--- config.mk ---
export PLATFORM = sky130hd
export DESIGN_NAME = rr_arb8_ctrl
export DESIGN_NICKNAME = d
export VERILOG_FILES = /design/src/rtl/arb_pkg.sv /design/src/rtl/dec3to8_en.sv /design/src/rtl/rr_arb8_ctrl.sv
export SDC_FILE = /design/constraint.sdc
export NUM_CORES = 1
export LEC_CHECK = 0
export BUFFER_PORTS_ARGS = -buffer_cell sky130_fd_sc_hd__buf_2
export CAP_MARGIN = 20
export CORE_ASPECT_RATIO = 0.8
export CORE_MARGIN = 3
export CORE_UTILIZATION = 50
export DETAILED_ROUTE_END_ITERATION = 12
export GPL_TIMING_DRIVEN = 0
export MAX_ROUTING_LAYER = met4
export PLACE_DENSITY = 0.7
export SKIP_LAST_GASP = 1
export SLEW_MARGIN = 20
export SYNTH_ARGS = -nofsm -noshare
export SYNTH_HDL_FRONTEND = slang
export SYNTH_SLANG_ARGS = --single-unit
--- constraint.sdc ---
create_clock -name clk -period 10.7 [get_ports clk]
set_input_delay 1.605 -clock clk [delete_from_list [all_inputs] [get_ports clk]]
set_output_delay 1.605 -clock clk [all_outputs]
set_load 0.05 [all_outputs]
--- src/rtl/arb_pkg.sv ---
// Shared definitions for the 8-way round-robin arbiter: sizes, FSM states
// and the rotating-priority winner search.
package arb_pkg;

  localparam int N_REQ = 8;
  localparam int IDX_W = 3;

  typedef enum logic [1:0] {
    IDLE = 2'd0,
    BUSY = 2'd1,
    TURN = 2'd2
  } state_t;

  // First set request bit searching ptr, ptr+1, ... ptr+7 (wrapping).
  // Returns 0 when no bit is set; callers only use it when |req is true.
  function automatic logic [IDX_W-1:0] next_rr(input logic [N_REQ-1:0] req,
                                               input logic [IDX_W-1:0] ptr);
    logic [IDX_W-1:0] w_idx;
    logic [IDX_W-1:0] w_win;
    logic             w_found;
    w_win   = {IDX_W{1'b0}};
    w_found = 1'b0;
    for (int k = 0; k < N_REQ; k++) begin
      w_idx = ptr + k[IDX_W-1:0];
      if (!w_found && req[w_idx]) begin
        w_found = 1'b1;
        w_win   = w_idx;
      end else begin
        w_found = w_found;
      end
    end
    return w_win;
  endfunction

endpackage

--- src/rtl/dec3to8_en.sv ---
// Combinational 3-to-8 decoder with enable; drives the one-hot grant from
// the registered index so the one-hot can never carry more than one bit.
module dec3to8_en (
  input  logic [2:0] i_idx,
  input  logic       i_en,
  output logic [7:0] o_onehot
);

  // Decode the index into a single set bit, all-zero when disabled.
  always_comb begin
    o_onehot = 8'h00;
    if (i_en) begin
      case (i_idx)
        3'd0:    o_onehot = 8'h01;
        3'd1:    o_onehot = 8'h02;
        3'd2:    o_onehot = 8'h04;
        3'd3:    o_onehot = 8'h08;
        3'd4:    o_onehot = 8'h10;
        3'd5:    o_onehot = 8'h20;
        3'd6:    o_onehot = 8'h40;
        3'd7:    o_onehot = 8'h80;
        default: o_onehot = 8'h00;
      endcase
    end else begin
      o_onehot = 8'h00;
    end
  end

endmodule

--- src/rtl/rr_arb8_ctrl.sv ---
// Round-robin arbiter for eight masters sharing the 3-to-8 decode resource.
// IDLE picks an owner, BUSY holds it until done / request drop / hold limit,
// TURN inserts one dead cycle before the next arbitration.
module rr_arb8_ctrl
  import arb_pkg::*;
#(
  parameter int MAX_HOLD = 16,
  parameter int CNT_W    = 5
) (
  input  logic             clk,
  input  logic             rst,
  input  logic [N_REQ-1:0] req,
  input  logic             done,
  output logic             grant_valid,
  output logic [IDX_W-1:0] grant_idx,
  output logic [N_REQ-1:0] grant_onehot,
  output logic             timeout
);

  localparam logic             LIMIT_EN  = (MAX_HOLD != 0);
  localparam logic [CNT_W-1:0] HOLD_LAST = CNT_W'(MAX_HOLD - 1);

  state_t           r_state;
  logic [IDX_W-1:0] r_ptr;
  logic [CNT_W-1:0] r_hold_cnt;
  logic             r_grant_valid;
  logic [IDX_W-1:0] r_grant_idx;
  logic             r_timeout;

  logic [IDX_W-1:0] w_winner;
  logic             w_owner_req;
  logic             w_limit;
  logic             w_release;

  // Release decode for the current tenure and the next rotating winner.
  always_comb begin
    w_winner    = next_rr(req, r_ptr);
    w_owner_req = req[r_grant_idx];
    w_limit     = LIMIT_EN && (r_hold_cnt == HOLD_LAST);
    w_release   = done || !w_owner_req || w_limit;
  end

  // Arbitration FSM with registered grant, pointer, hold counter and timeout.
  always_ff @(posedge clk) begin
    if (rst) begin
      r_state       <= IDLE;
      r_ptr         <= {IDX_W{1'b0}};
      r_hold_cnt    <= {CNT_W{1'b0}};
      r_grant_valid <= 1'b0;
      r_grant_idx   <= {IDX_W{1'b0}};
      r_timeout     <= 1'b0;
    end else begin
      case (r_state)
        IDLE: begin
          r_timeout <= 1'b0;
          if (|req) begin
            r_state       <= BUSY;
            r_grant_valid <= 1'b1;
            r_grant_idx   <= w_winner;
            r_hold_cnt    <= {CNT_W{1'b0}};
          end else begin
            r_grant_valid <= 1'b0;
            r_grant_idx   <= {IDX_W{1'b0}};
          end
        end
        BUSY: begin
          if (w_release) begin
            r_state       <= TURN;
            r_grant_valid <= 1'b0;
            r_grant_idx   <= {IDX_W{1'b0}};
            r_ptr         <= r_grant_idx + 3'd1;
            r_hold_cnt    <= {CNT_W{1'b0}};
            // Forced release only when neither done nor a request drop also ended it.
            r_timeout     <= w_limit && !done && w_owner_req;
          end else begin
            r_hold_cnt    <= r_hold_cnt + CNT_W'(1);
            r_timeout     <= 1'b0;
          end
        end
        TURN: begin
          r_state       <= IDLE;
          r_grant_valid <= 1'b0;
          r_grant_idx   <= {IDX_W{1'b0}};
          r_timeout     <= 1'b0;
        end
        default: begin
          r_state       <= IDLE;
          r_grant_valid <= 1'b0;
          r_grant_idx   <= {IDX_W{1'b0}};
          r_hold_cnt    <= {CNT_W{1'b0}};
          r_timeout     <= 1'b0;
        end
      endcase
    end
  end

  dec3to8_en u_dec (
    .i_idx    (r_grant_idx),
    .i_en     (r_grant_valid),
    .o_onehot (grant_onehot)
  );

  assign grant_valid = r_grant_valid;
  assign grant_idx   = r_grant_idx;
  assign timeout     = r_timeout;

endmodule

### Word-level counts from Yosys, hierarchy flattened

Memories as Yosys holds them, arrays and structs flattened. A register that Yosys moved wholly into a read port is not among the register bits.
Index checks and enable logic that the tools add are counted.

* muxes and demuxes: 48
* $add $sub $neg: 9
* reduce and logical (&&, ||, !) cells: 26
* equality and inequality tests: 5
* bitwise logic cells: 3
* order comparisons: 9

Operators with widths (count)
* 3-bit by 4-bit less-than comparator with 1-bit output, second input constant: 9
* 3-bit 2-to-1 mux: 12
* 1-bit binary-select mux with 3-bit select: 9
* 1-bit 2-to-1 mux: 18
* 5-bit case mux with 3 select lines: 1
* 3-bit adder, second input constant: 4
* 5-bit 2-to-1 mux: 2
* 1-bit logical AND: 9
* 1-bit zero test: 9
* 8-bit 2-to-1 mux: 1
* 8-bit OR reduction: 1
* 3-bit by 1-bit adder with 3-bit output, second input constant: 2
* 3-bit by 2-bit adder with 3-bit output, second input constant: 2
* 3-bit case mux with 2 select lines: 1
* 2-bit AND reduction: 3
* 5-bit by 1-bit adder with 5-bit output, second input constant: 1
* 5-bit by 4-bit == test with 1-bit output, second input constant: 1
* 2-bit 2-to-1 mux: 2
* 2-bit inequality test, second input constant: 2
* 2-bit case mux with 2 select lines: 1
* 1-bit NOT: 3
* 3-bit OR reduction: 1
* 2-bit by 1-bit == test with 1-bit output, second input constant: 1
* 2-bit == test, second input constant: 1
* 3 further kinds: 4

* input port bits: 11
* word-level logic and storage cells: 107
* memories kept: 1
* output and inout port bits: 13
* register bits: 15
* memory bits (read-only): 64

Memories
* (no name shown): words 8, bits a word 8, rd ports 1, clocked after memory_dff 1, wr ports 0, RTL line dec3to8_en.sv:13 `case (i_idx)`

### Longest topological paths before layout

Gate-level depths: netlist (run 1).

* word-level depth: 28
* mapped depth: 12
* depth with buffers taken out: 9

### Modules after synthesis

From an unflattened synthesis (run 1), not the netlist that was laid out.

* cell total of the unflattened synthesis: 184
* area total of the unflattened synthesis: 1725.4 µm²

By module, submodules not included
* rr_arb8_ctrl: times used 1, seq. area each 300.3 µm², cells an instance 176, area each 1630.3 µm²
* dec3to8_en: times used 1, seq. area each 0.0 µm², cells an instance 8, area each 95.1 µm²

### Least setup slack after synthesis (run 1)

No wires, ideal clock.

* path kind: input port to flip-flop
* from: in req[6]
* to: reg with a tool-made name
* buffers on the path: 0
* setup slack: 6598 ps
* setup time: 115 ps
* data arrival time: 3987 ps
* data required time: 10585 ps
* stages on the path: 7
* cell sequence: mux4_2 > or4_4 > or4b_4 > a221o_1 > o2111ai_2 > a21oi_2 > and3_1

RTL lines
* from (decl): RTL line rr_arb8_ctrl.sv:12 `input logic [N_REQ-1:0] req,`

==> impl_results.md, run 1 <==
- Layout Skew: 0.00563 ns
- Final setup vio count: 0
- Fillcell total: 327
- Core area: 3520 um2
- HP Class: flop to flop
- Post-DRT Antenna Nets: 0
- Synthesized Nets: 216
- Post-CTS resize count: 0
- Syn_area_per_cell: 9.37 um2
- Ratio of final minimum period to clock period: 0.397
- PwrDens: 161 nW/um2
- Ys async rst share: 0
- Die width: 74.4 um
- Gpl congestion: 0.869
- Htree depth: 1
- Mux share of post-synthesis cell area: 0.245
- Port Buffers: 23
- CP Max Fanout: 10
- Post-Synth XOR/XNOR Area: 0.0281
- Worst-Skew Late Latency: 0.26 ns
- Slew HR: 0.518
- Layout cells sized above 1: 0.229
- TritonCTS clock tree: done
- Worst Path Required: 10.87 ns
- Run status: finished clean
- Critical path capture point type: flop
- Synth top area share: 0.246
- Vias in the first global route: 1421
- Post-route worst setup slack: 6.45 ns
- WHS: 0.491 ns
- Final Critical Period: 4.25 ns
- Family with the most delay on the worst path: simple AND/OR/NAND/NOR gates
- Compound-Gate Fraction of Synth Area: 0.158
- Register bit total from synthesis: 23
- WS Path Type: flop to flop
- Vias per inst: 6.29
- DRC viols: 0
- GRT Resource Usage Total: 0.199
- Maxcap violations: 0
- Crit path cell chain: buf_1, inv_1, ha_1, mux4_2, or4_4, or4b_4, o2bb2ai_1, nand3b_1, o22ai_1, nor4_1
- Die height: 60.7 um
- Global route overflow: 0
- Pleak: 0.835 nW
- Synth cell count leaders: 23 x dfxtp_1, 22 x nor2_1, 14 x mux2i_1, 11 x mux4_2, 10 x and2_1
- Worst path bufs/invs: 2
- DP HPWL: 3140 um
- Pre-antenna DRT Iters: 4
- Routed length per placed instance: 15.5 um
- Final nets: 244
- VDD IR max: 116 uV
- CP startpoint kind: flop
- Diode count: 0
- Largest net degree at the start of global routing: 14
- Number of synthesized flops with an enable pin: 0
- Die area: 4520 um2
- First-pass GRT wire length: 6780 um
- # Post-CTS Setup Buffers: 0
- # IOs: 24
- Leading area contributor after synthesis: dfxtp_1
- DRT iter0 DRCs: 78
- # hold bufs at CTS: 0
- Top post-synthesis cells by area: dfxtp_1 25%, mux4_2 13%, mux2i_1 7.5%
- Antenna violations before repair: 0
- CTS sink cnt: 23
- Worst-path clk slew: 0.08 ns
- Yosys warns: 0
- Ys flop type: dfxtp_1
- Max Root-Sink Buffers: 2
- Vias: 1691
- Total Wirelength: 4170 um
- Fmax: 236 MHz
- CP max stage cell: mux4_2
- Setup TNS: 0 ns
- Register area share after synthesis: 0.246
- Slew @ Worst Pin: 0.719 ns
- Largest family of logic cells by synthesized area: simple AND/OR/NAND/NOR gates
- Worst path arrival time: 4.41 ns
- Dpl ws: 6.26 ns
- Synthesis-to-layout area growth: 11.4%
- CP peak stage delay: 0.60 ns
- Starting Density: 0.532
- Row count: 19
- RSZ-0062 raised after global routing: false
- Most common cell in the synthesized netlist: dfxtp_1
- Synth Area in Simple Gates: 0.257
- Max-slew violations: 0
- Mapped cell area: 1870 um2
- Synth Instances: 200
- Root buf cell: clkbuf_8
- Synth unique cells: 60
- Count of final hold-check violations: 0
- Post-Synth Adder-Cell Area: 0.0334
- Clock buffer count from CTS: 3
[worst min-delay path: cells and delay by family, from the launching register on]
kind           cells  cell delay, ns
flip-flops         1            0.32
AO/OA/AOI/OAI      2            0.13
[path summary, 6_finish.rpt]
check / from / to / slack, ns / depth (start not counted)
setup / recovery: r_ptr[1] / flop / 6.45 / 10
hold / removal: r_hold_cnt[3] / r_hold_cnt[3] / 0.49 / 2
setup reg to reg: r_ptr[1] / flop / 6.45 / 10
hold reg to reg: r_hold_cnt[3] / r_hold_cnt[3] / 0.49 / 2
[report_power, final]
part           total (mW)  internal, mW  switching (mW)
logic               0.177        0.0735           0.104
registers           0.105        0.0959         0.00954
clock network      0.0532        0.0260          0.0272
[cells by family (layout without fill, tap and decap cells)]
kind of cell,after synthesis,after routing
AND/OR/NAND/NOR,81,81
adder cells (fa/ha/maj),5,5
multiplexers,30,30
flip-flops,23,23
buffers and inverters,14,41
XOR/XNOR,6,6
AO/OA/AOI/OAI,41,41
[routing by layer]
layer | routed length, um | part of all wire | track usage
met5 | 0 | 0 | -
met4 | 23 | 0.0055 | 0.0228
met3 | 253 | 0.061 | 0.0348
met2 | 1760 | 0.42 | 0.285
met1 | 2140 | 0.51 | 0.301
[area by class of cell]
type / instances / area (um2) / share of cell area
Buffer: 8 / 38.8 / 0.0186
Clock buffer: 3 / 41.3 / 0.0198
Clock inverter: 1 / 5.00 / 0.00240
Inverter: 6 / 22.5 / 0.0108
Multi-Input combinational cell: 163 / 1350 / 0.647
Sequential cell: 23 / 460 / 0.221
Tap cell: 42 / 52.6 / 0.0252
Timing Repair Buffer: 23 / 115 / 0.0552
[stage by stage]
| stage | util | power, mW | std cells | cell area [um2] |
|---|---|---|---|---|
| floorplan | - | 0.246 | 200 | 1870 |
| global placement | 0.580 | 0.280 | 265 | 2040 |
| detailed placement | 0.580 | 0.281 | 265 | 2040 |
| CTS | 0.593 | 0.335 | 269 | 2090 |
| global route | 0.593 | 0.357 | 269 | 2090 |
| finish | 0.593 | 0.336 | 269 | 2090 |
[cells in the final DEF, fill, tap and decap left out, types with 4 or more instances in the layout]
cell      Yosys  layout
a21oi_1       9       9
and2_1       10      10
buf_2         1      24
clkbuf_1      5       5
dfxtp_1      23      23
ha_1          5       5
inv_1         6       6
mux2_2        4       4
mux2i_1      14      14
mux4_2       11      11
nand2_1       8       8
nand2b_1      4       4
nand3_1       7       7
nor2_1       22      22
nor2b_1       4       4
o21ai_0       5       5
xor2_1        4       4
Note: power is estimated with default switching activity, not from simulation.
==> inputs of run 2 (changes only) <==
--- a/config.mk
+++ b/config.mk
@@ -13,7 +13,7 @@
 export DETAILED_ROUTE_END_ITERATION = 12
 export GPL_TIMING_DRIVEN = 0
 export MAX_ROUTING_LAYER = met4
-export PLACE_DENSITY = 0.7
+export PLACE_DENSITY = 0.73
 export SKIP_LAST_GASP = 1
 export SLEW_MARGIN = 20
 export SYNTH_ARGS = -nofsm -noshare
==> constraint.sdc (replaced) <==
create_clock -name clk -period 3.68 [get_ports clk]
set_input_delay 0.552 -clock clk [delete_from_list [all_inputs] [get_ports clk]]
set_output_delay 0.552 -clock clk [all_outputs]
set_load 0.05 [all_outputs]
==> run 2 against run 1 <==
Compared with the run above: clock power rose to 2.9 times the previous value; fmax increased by 18%; critical path depth grew 1.
==> impl_results.md, run 2 (synthesis results as in run 1) <==
- Run status: finished clean
- Starting Density: 0.532 (unchanged)
- Final setup vio count: 0 (unchanged)
- Worst path bufs/invs: 3 (+1)
- PwrDens: 468 nW/um2 (+190%)
- Core area: 3520 um2 (unchanged)
- Post-DRT Antenna Nets: 0 (unchanged)
- Synthesis-to-layout area growth: 19.6%
- Final nets: 250 (+2.5%)
- CP startpoint kind: flop
- Die width: 74.4 um (unchanged)
- Post-route worst setup slack: 0.0738 ns (-6.38 ns)
- Root buf cell: clkbuf_8
- Commonest non-fill, non-tap cell in the layout: buf_2
- Flop pwr share: 0.294 (-0.020)
- CP Max Fanout: 10 (unchanged)
- Max-slew violations: 0 (unchanged)
- Diode count: 0 (unchanged)
- Sw frac: 0.415 (-0.00316)
- Port Buffers: 23 (unchanged)
- Gate power share: 0.559 (+0.032)
- Critical path capture point type: flop
- Final Critical Period: 3.61 ns (-0.639 ns)
- HP Class: flop to flop
- Clock buffer count from CTS: 3 (unchanged)
- Worst reg-to-reg path cell count: 11 (+1)
- TritonCTS clock tree: done
- Vias: 1702 (+0.65%)
- Maxcap violations: 0 (unchanged)
- Vias in the first global route: 1472 (+3.6%)
- Row count: 19 (unchanged)
- Dpl ws: -0.243 ns (-6.50 ns)
- Worst Path Required: 3.84 ns (-7.03 ns)
- GRT Resource Usage Total: 0.208 (+0.00915)
- Largest net degree at the start of global routing: 14 (unchanged)
- Slew @ Worst Pin: 0.913 ns (+0.194 ns)
- Layout Skew: 0.00629 ns (+0.000662 ns)
- Total net switching power: 0.435 mW (+210%)
- WP depth: 11 (+1)
- Global route overflow: 0 (unchanged)
- Routed length per placed instance: 16.0 um (+3.1%)
- Gpl congestion: 0.867 (-0.22%)
- CP peak stage delay: 0.57 ns (-0.03 ns)
- Worst-Skew Late Latency: 0.26 ns (about the same)
- Utilization after layout: 0.637 (+0.0434)
- First-pass GRT wire length: 7060 um (+4.1%)
- Count of final hold-check violations: 0 (unchanged)
- Pint: 0.613 mW (+210%)
- # IOs: 24 (unchanged)
- Fillcell total: 293 (-10%)
- Setup crit start: r_ptr[0]
- Vias per inst: 6.19 (-1.5%)
- VDD IR max: 276 uV (+140%)
- Most frequent cells in the layout: 24 x buf_2, 22 x nor2_1, 21 x dfxtp_1, 14 x mux2i_1, 11 x mux4_2
- Htree depth: 1 (unchanged)
- Area of the multi-input gates: 1420 um2 (+5.4%)
- Family with the most delay on the worst path: simple AND/OR/NAND/NOR gates
- Clock share of power: 0.147 (-0.012)
- Fmax: 277 MHz (+18%)
- Ratio of final minimum period to clock period: 0.980 (+0.583)
- Pleak: 0.896 nW (+7.2%)
- Antenna violations before repair: 0 (unchanged)
- DRT iter0 DRCs: 94 (+21%)
- Slew HR: 0.387 (-0.130)
- R2r setup slk: 0.07 ns (-6.38 ns)
- Die area: 4520 um2 (unchanged)
- CP max stage cell: or4_4
- Total Wirelength: 4400 um (+5.4%)
- WS Path Type: flop to flop
- FF/Latch Area: 463 um2 (+0.54%)
- Worst-path clk slew: 0.08 ns (about the same)
- Crit path cell chain: buf_6, clkbuf_16, clkinvlp_4, ha_4, mux4_2, or4_4, or4b_4, a221o_1, o2111ai_4, a21oi_4, and3_1
- Layout cells sized above 1: 0.309 (+0.0799)
- DRC viols: 0 (unchanged)
- Die height: 60.7 um (unchanged)
- Pre-antenna DRT Iters: 4 (unchanged)
- Worst r2r src: r_ptr[0]
- Max Root-Sink Buffers: 2 (unchanged)
- DP HPWL: 3250 um (+3.5%)
- CTS sink cnt: 23 (unchanged)
- Worst path arrival time: 3.77 ns (-0.64 ns)
==> run 2: power by group through the flow <==
stage	Combinational (mW)	Clock, mW	Sequential [mW]
CTS	0.540	0.160	0.308
global route	0.636	0.168	0.313
finish	0.586	0.154	0.309
detailed placement	0.516	0	0.313
global placement	0.510	0	0.311
floorplan	0.387	0	0.334
==> run 2: worst min-delay path: stages, from the launching register on <==
cell,delay (ns)
dfxtp_1,0.33
a21oi_1,0.06
nor2_1,0.07
==> run 2: timing repair <==
item	4_1_cts	5_1_grt
pin swaps	1	4
setup buffers	2	4
endpoints found under the setup margin	11	8
hold buffers	0	0
endpoints found under the hold margin	0	0
resized for setup	9	9
==> run 2: layer usage <==
layer | routed length (um) | vias up | global-route usage
met2 | 1950 | 69 | 0.303
met1 | 2040 | 795 | 0.294
met3 | 396 | 2 | 0.0596
li1 | - | 836 | -
met4 | 11 | 0 | 0.0305
met5 | 0 | - | -
==> run 2: worst min-delay path by stage <==
stage | endpoint | slack [ns] | cells past startpoint | from
after global routing | r_hold_cnt[4] | 0.54 | 2 | r_hold_cnt[4]
after global placement | r_hold_cnt[4] | 0.47 | 2 | r_hold_cnt[4]
after floorplan | r_hold_cnt[3] | 0.45 | 2 | r_hold_cnt[3]
final | r_hold_cnt[4] | 0.49 | 2 | r_hold_cnt[4]
after CTS | r_hold_cnt[4] | 0.50 | 2 | r_hold_cnt[4]
after detailed placement | r_hold_cnt[4] | 0.48 | 2 | r_hold_cnt[4]
==> run 2: layout make-up <==
| type | count | share of cell area |
|---|---|---|
| buffer | 8 | 0.0302 |
| clock buffer | 3 | 0.0184 |
| clock inverter | 1 | 0.00223 |
| inverter | 6 | 0.0117 |
| multi-input combinational | 163 | 0.636 |
| sequential | 23 | 0.207 |
| tap | 42 | 0.0235 |
| timing repair buffer | 29 | 0.0715 |
==> run 2: per-stage QoR <==
stage | total power, mW | area [um2] | hold WS [ns] | setup TNS (ns) | cells
detailed placement | 0.829 | 2060 | 0.480 | -1.61 | 265
global placement | 0.822 | 2060 | 0.471 | -1.39 | 265
CTS | 1.01 | 2160 | 0.499 | 0 | 271
floorplan | 0.722 | 1890 | 0.454 | 0 | 200
global route | 1.12 | 2240 | 0.539 | -0.0610 | 275
finish | 1.05 | 2240 | 0.488 | 0 | 275
